$ cat src/rtl/hit_judge.sv
// Reaction-game judge: arms a response window per accepted target and emits one
// registered hit or miss pulse per target, followed by a release-gated cooldown.
module hit_judge #(
    parameter int N_BTN         = 4,
    parameter int WINDOW_CYCLES = 1000,
    parameter int COOL_CYCLES   = 16
) (
    input  logic                             clk,
    input  logic                             rst_n,
    input  logic                             target_valid,
    input  logic [$clog2(N_BTN)-1:0]         target_id,
    output logic                             target_ready,
    input  logic [N_BTN-1:0]                 btn,
    output logic                             hit_pulse,
    output logic                             miss_pulse,
    output logic [$clog2(WINDOW_CYCLES)-1:0] reaction_cycles,
    output logic                             busy
);
    localparam int TID_W = $clog2(N_BTN);
    localparam int TMR_W = $clog2(WINDOW_CYCLES);
    localparam int CNT_W = (COOL_CYCLES > 1) ? $clog2(COOL_CYCLES) : 1;
    localparam logic [TMR_W-1:0] TMR_LAST = TMR_W'(WINDOW_CYCLES - 1);
    localparam logic [CNT_W-1:0] CNT_LAST = CNT_W'(COOL_CYCLES - 1);

    typedef enum logic [1:0] {
        S_IDLE,
        S_ARMED,
        S_COOLDOWN
    } state_t;

    state_t           r_state, w_state_next;
    logic [TMR_W-1:0] r_timer, w_timer_next;
    logic [CNT_W-1:0] r_cool, w_cool_next;
    logic [TID_W-1:0] r_target, w_target_next;
    logic [TMR_W-1:0] r_react, w_react_next;
    logic             r_hit, w_hit_next;
    logic             r_miss, w_miss_next;
    logic [N_BTN-1:0] r_btn_prev;
    logic [N_BTN-1:0] w_press_edge;
    logic [N_BTN-1:0] w_onehot;
    logic             w_any_edge;

    // An out-of-range target decodes to all zeros, so no press can ever match it.
    genvar gi;
    generate
        for (gi = 0; gi < N_BTN; gi++) begin : g_onehot
            assign w_onehot[gi] = (r_target == TID_W'(gi));
        end
    endgenerate

    assign w_press_edge = btn & ~r_btn_prev;
    assign w_any_edge   = |w_press_edge;

    always_ff @(posedge clk or negedge rst_n) begin
        if (!rst_n) begin
            r_state    <= S_IDLE;
            r_timer    <= '0;
            r_cool     <= '0;
            r_target   <= '0;
            r_react    <= '0;
            r_hit      <= 1'b0;
            r_miss     <= 1'b0;
            r_btn_prev <= '0;
        end else begin
            r_state    <= w_state_next;
            r_timer    <= w_timer_next;
            r_cool     <= w_cool_next;
            r_target   <= w_target_next;
            r_react    <= w_react_next;
            r_hit      <= w_hit_next;
            r_miss     <= w_miss_next;
            r_btn_prev <= btn;
        end
    end

    always_comb begin
        w_state_next  = r_state;
        w_timer_next  = r_timer;
        w_cool_next   = r_cool;
        w_target_next = r_target;
        w_react_next  = r_react;
        w_hit_next    = 1'b0;
        w_miss_next   = 1'b0;
        unique case (r_state)
            S_IDLE: begin
                if (target_valid) begin
                    w_target_next = target_id;
                    w_timer_next  = '0;
                    w_cool_next   = '0;
                    w_state_next  = S_ARMED;
                end
            end
            S_ARMED: begin
                w_timer_next = r_timer + 1'b1;
                // A press on the final window edge wins over the timeout.
                if (w_any_edge) begin
                    if (w_press_edge == w_onehot) begin
                        w_hit_next   = 1'b1;
                        w_react_next = r_timer;
                    end else begin
                        w_miss_next = 1'b1;
                    end
                    w_cool_next  = '0;
                    w_state_next = S_COOLDOWN;
                end else if (r_timer == TMR_LAST) begin
                    w_miss_next  = 1'b1;
                    w_cool_next  = '0;
                    w_state_next = S_COOLDOWN;
                end
            end
            S_COOLDOWN: begin
                if (|btn) begin
                    w_cool_next = '0;
                end else if (r_cool == CNT_LAST) begin
                    w_cool_next  = '0;
                    w_state_next = S_IDLE;
                end else begin
                    w_cool_next = r_cool + 1'b1;
                end
            end
            default: w_state_next = S_IDLE;
        endcase
    end

    assign target_ready    = (r_state == S_IDLE);
    assign busy            = (r_state != S_IDLE);
    assign hit_pulse       = r_hit;
    assign miss_pulse      = r_miss;
    assign reaction_cycles = r_react;
endmodule

$ cat config.mk
export PLATFORM = sky130hd
export DESIGN_NAME = hit_judge
export DESIGN_NICKNAME = d
export VERILOG_FILES = /design/src/rtl/hit_judge.sv
export SDC_FILE = /design/constraint.sdc
export NUM_CORES = 1
export LEC_CHECK = 0
export CORE_MARGIN = 10
export CORE_UTILIZATION = 25
export CTS_CLUSTER_DIAMETER = 30
export CTS_CLUSTER_SIZE = 40
export DETAILED_ROUTE_END_ITERATION = 8
export PLACE_DENSITY = 0.55
export SLEW_MARGIN = 10
export SYNTH_ARGS = -nofsm -noshare
export SYNTH_HDL_FRONTEND = slang
export SYNTH_SLANG_ARGS = --single-unit
$ cat constraint.sdc
create_clock -name clk -period 1.9 [get_ports clk]
set_clock_uncertainty 0.15 [all_clocks]
set_input_delay 0.38 -clock clk [delete_from_list [all_inputs] [get_ports clk]]
set_output_delay 0.38 -clock clk [all_outputs]
set_load 0.02 [all_outputs]
Yosys cells after proc, flatten, opt, wreduce, memory -nomap -nowiden
Cells that the tools add are included.

Flip-flop bits (word level): 34. Input port bits: 9. Output and inout bits: 14. Logic and storage cells: 57.

Add/sub/neg operators: 2. Equal/unequal tests: 12. Mux-type cells: 21. Bitwise gates (word level): 2. Reductions and logical operators: 12.

Operators with widths (count): $mux W4 (5); $pmux W10 S2 (1); $pmux W4 S3 (1); $add A10 B1 Y10 const B (1); $eq A10 B10 Y1 const B (1); $mux W10 (1); $mux W2 (5); $reduce_or A4 Y1 (2); $mux W1 (7); $eq A2 B2 Y1 const B (3); $ne A2 B2 Y1 const B (3); $pmux W2 S3 (1); $reduce_and A3 Y1 (2); $add A4 B1 Y4 const B (1); $and A4 B4 Y4 (1); $eq A2 B1 Y1 const B (2); $eq A4 B4 Y1 (1); $eq A4 B4 Y1 const B (1); $logic_not A2 Y1 (2); $not A4 Y4 (1); $reduce_and A2 Y1 (2); $reduce_and A4 Y1 (1); $reduce_bool A2 Y1 (2); $ne A3 B3 Y1 const B (1); $reduce_bool A3 Y1 (1).

Longest topological paths before layout
Depth in word-level cells: 6. Depth in mapped cells: 6. Depth with buffers taken out: 6.

Least setup slack after synthesis
No wires, ideal clock.

Path type: input -> register. Start point: in btn[1]. End point: reg r_react[0], in the netlist reaction_cycles[0]. Arrival: 1.698 ns. Data required time: 1.625 ns. Path slack: -0.073 ns. Cell stages on the path: 6. Buffers on the path: 1. Cell sequence: nor2b_4 or3_4 a2111oi_4 a41oi_2 buf_6 mux2_4.

Longest elaborated chain between the ends: 3. Elaborated cells between the ends (all ways): 4.

RTL lines: from (decl) (line 13) `input logic [N_BTN-1:0] btn,`; $and A4 B4 Y4 (*) (line 51) `assign w_press_edge = btn & ~r_btn_prev;`; $eq A4 B4 Y1 / $reduce_or A4 Y1 (equally long branches) (line 97, 52); $reduce_and A3 Y1 (no source line) (*); to (signal assigned) (line 69) `r_react <= w_react_next;`; to (decl) (line 35) `logic [TMR_W-1:0] r_react, w_react_next;`.

Mark *: on every way between the ends. The rest lies on a longest branch, timed or not. A chain may end at the register's enable or synchronous reset.

Final worst setup path
Start point: in btn[2]. End point: reg r_react[1], in the netlist reaction_cycles[1].

The elaborated chain is that of the path after synthesis.

==> metrics.yaml <==
flow_run:
  maxCapViolCount: 0
die:
  design.portCount: 23
  initial_core_util: 0.255
  core-area_mm2: 0.00628
  dieArea_mm2: 0.0100
  die_h_um: 100
  num_rows: 29
  fp.dieW_um: 100
power_and_ir_drop:
  peakVddDrop_mv: 0.478
  seqPwrFrac: 0.346
  comb_power_share: 0.351
  p_sw_frac: 0.332
  p_total_w: 0.00273
  p_switching_w: 0.000908
  leakage_nw: 1.07
  powerDensity_mw_per_mm2: 1160
  intPower_w: 0.00182
  power_frac_clock: 0.303
place:
  port_buffers: 22
  dpl.hpwl_um: 2640
  gp_congestion: 0.745
  postPlaceCellArea_mm2: 0.00210
synthesis:
  synth.ff_latch_count: 34
  syn_area_per_cell_um2: 11.2
  synth_nets: 154
  syn_inst: 143
  ys_warn_count: 0
  ys_seq_area_frac: 0.531
  post_synth_num_cell_types: 35
  netlist_area_mm2: 0.00160
worst_setup_path:
  cp.required_ps: 1940
  crit_chain: "clkdlybuf4s50_1, nand2b_1, nand2b_1, o22ai_4, a41oi_4, mux2_4"
  critPathMaxStageDelay_ps: 480
  crit_family: "compound AO/OA/AOI/OAI gates"
  cp-end-kind: "flop"
  critical-path-top-cell-by-count: "nand2b_1"
  cp.arrival_ps: 2060
  critPathLaunchType: "input pin"
  worstSetupPathType: "input pin to flop"
  crit_slowest_cell: "clkdlybuf4s50_1"
  crit_fanout: 6
  crit_buf_inv: 1
finish:
  drive_gt1_frac: 0.333
  fill_cells: 622
  multi_input_area_um2: 816
  antenna_cells: 0
  area_growth_pct: 47.4
  seqCellArea_um2: 851
  finish.net_count: 211
  fin_area_mm2: 0.00236
detailed_routing:
  ant_nets: 0
  routed_wl_um: 4100
  avgRoutedWirePerCell_um: 14.7
  drc: 0
  drt_iter0_markers: 96
  vias: 1323
  vias_per_cell: 4.76
  dr.pass1.iters: 4
timing:
  min_period_ps: 2030
  slew_viol_final: 0
  fmax_ghz: 0.493
  relSlewSlack: 0.706
  tightest_slew_ps: 440
  final-setup-viol-count: 10
  fin_ws_ps: -128
  finalHoldViolations: 0
  timing.setup.tns_ps: -1020
  period_share: 1.07
  rsz0062_at_grt: "true"
outcome:
  status: "complete, but fails checks"
  violations: "negative setup slack"
grt:
  grt_overflow: 0
  grt_pass1_wl_um: 6740
  grt_pass1_vias: 1366
  grt_use_total: 0.0841
  antenna_found_initial: 0
  grt_start_max_net_pins: 35
clocking:
  cts_buffer_depth: 2
  clock_sinks: 34
  cts_buffers: 5
  clock_latency_ps: 300
  hold_buffers: 0
  cts_tree: "yes"
  cts_root_buffer: "clkbuf_8"
  cts_max_level: 2
  clk_pin_slew_ps: 80
hold_path:
  hp-class: "input pin to flop"
what timing repair did:
action,4_1_cts,5_1_grt
gates resized for setup,19,7
pin swaps,5,2
cloned,1,0
setup endpoints to repair,18,13
buffers inserted,3,1
state kept, by name, indices dropped and copies added (netlist names):
name	cells
hit_pulse	1
r_timer	10
r_target	2
miss_pulse	1
r_cool	4
r_state	2
r_btn_prev	4
reaction_cycles	10
routing by layer:
layer  vias up  share of wire  GRT usage
met2        32           0.47      0.130
met3         4          0.067     0.0282
li1        645              -          -
met4         0          0.011     0.0326
met5         -              0          0
met1       642           0.45      0.105
power by group through the flow:
stage          clock network (W)  logic, W  registers [W]
5_1_grt                 0.000871   0.00106       0.000960
2_1_floorplan                  0  0.000373        0.00101
4_1_cts                 0.000844  0.000935       0.000947
3_5_place_dp                   0  0.000875       0.000941
6_report                0.000827  0.000959       0.000944
3_3_place_gp                   0  0.000871       0.000938
path summary, 6_finish.rpt:
kind                                          from                  to  slack, ps  cells past startpoint
worst max-delay path                        btn[2]  reaction_cycles[1]       -130                      6
worst min-delay path                        btn[1]       r_btn_prev[1]        190                      1
worst min register to register  reaction_cycles[8]  reaction_cycles[8]        370                      1
min in group asynchronous                    rst_n  reaction_cycles[4]        340                      2
worst max register to register       r_btn_prev[0]  reaction_cycles[1]       -120                      6
max in group asynchronous                    rst_n       r_btn_prev[1]        940                      2
through the flow:
step / setup WS (ps) / hold slack [ps] / util / instances
6_report: -128 / 194 / 0.376 / 278
5_1_grt: -193 / 212 / 0.376 / 278
4_1_cts: -213 / 221 / 0.372 / 277
3_5_place_dp: -893 / 346 / 0.334 / 265
2_1_floorplan: -73.5 / -65.6 / - / 143
3_3_place_gp: -828 / 350 / 0.334 / 265
layout make-up:
cell class,count,area share
Inverter,3,0.00477
Clock buffer,5,0.0291
Tap cell,77,0.0408
Sequential cell,34,0.360
Timing Repair Buffer,52,0.191
Multi-Input combinational cell,104,0.345
Clock inverter,3,0.0291
cells in the mapped netlist (all sizes together):
library cell	count	area, um2
dfrtp	34	851
o21ai	17	85.1
nand2	15	56.3
mux2	12	169
nor2	10	37.5
nand2b	6	37.5
nand3	6	30.0
nand4	4	25.0
inv	3	11.3
or3	3	23.8
a21oi	2	10.0
a22o	2	17.5
a31oi	2	12.5
and3	2	12.5
clkbuf	2	7.51
ha	2	25.0
nor2b	2	20.0
nor4	2	12.5
o211ai	2	15.0
o22ai	2	12.5
o31ai	2	15.0
a2111oi	1	27.5
a211oi	1	7.51
a311oi	1	8.76
a41oi	1	16.3
and2	1	6.26
buf	1	11.3
nand4b	1	8.76
nor3	1	5.00
o31a	1	8.76
or2b	1	7.51
or4	1	8.76
cell usage in the layout (no fill, tap or decap), types with 3 or more instances in the layout:
cell type / count
dfrtp_1: 34
nand2b_1: 4
o21ai_0: 17
mux2_4: 9
nand2_1: 14
nor2_1: 8
clkdlybuf4s50_1: 17
nand4_1: 4
nand3_1: 6
inv_1: 3
mux2_2: 3
clkbuf_8: 5
buf_4: 28
logic make-up after synthesis:
| logic type | Yosys count | synth area share |
|---|---|---|
| and+or+nand+nor | 55 | 0.182 |
| AOI/OAI and AO/OA | 34 | 0.148 |
| DFF | 34 | 0.531 |
| muxes | 12 | 0.105 |
| buffers and inverters | 6 | 0.0187 |
| adders and majority gates | 2 | 0.0156 |
Note: power is estimated with default switching activity, not from simulation.
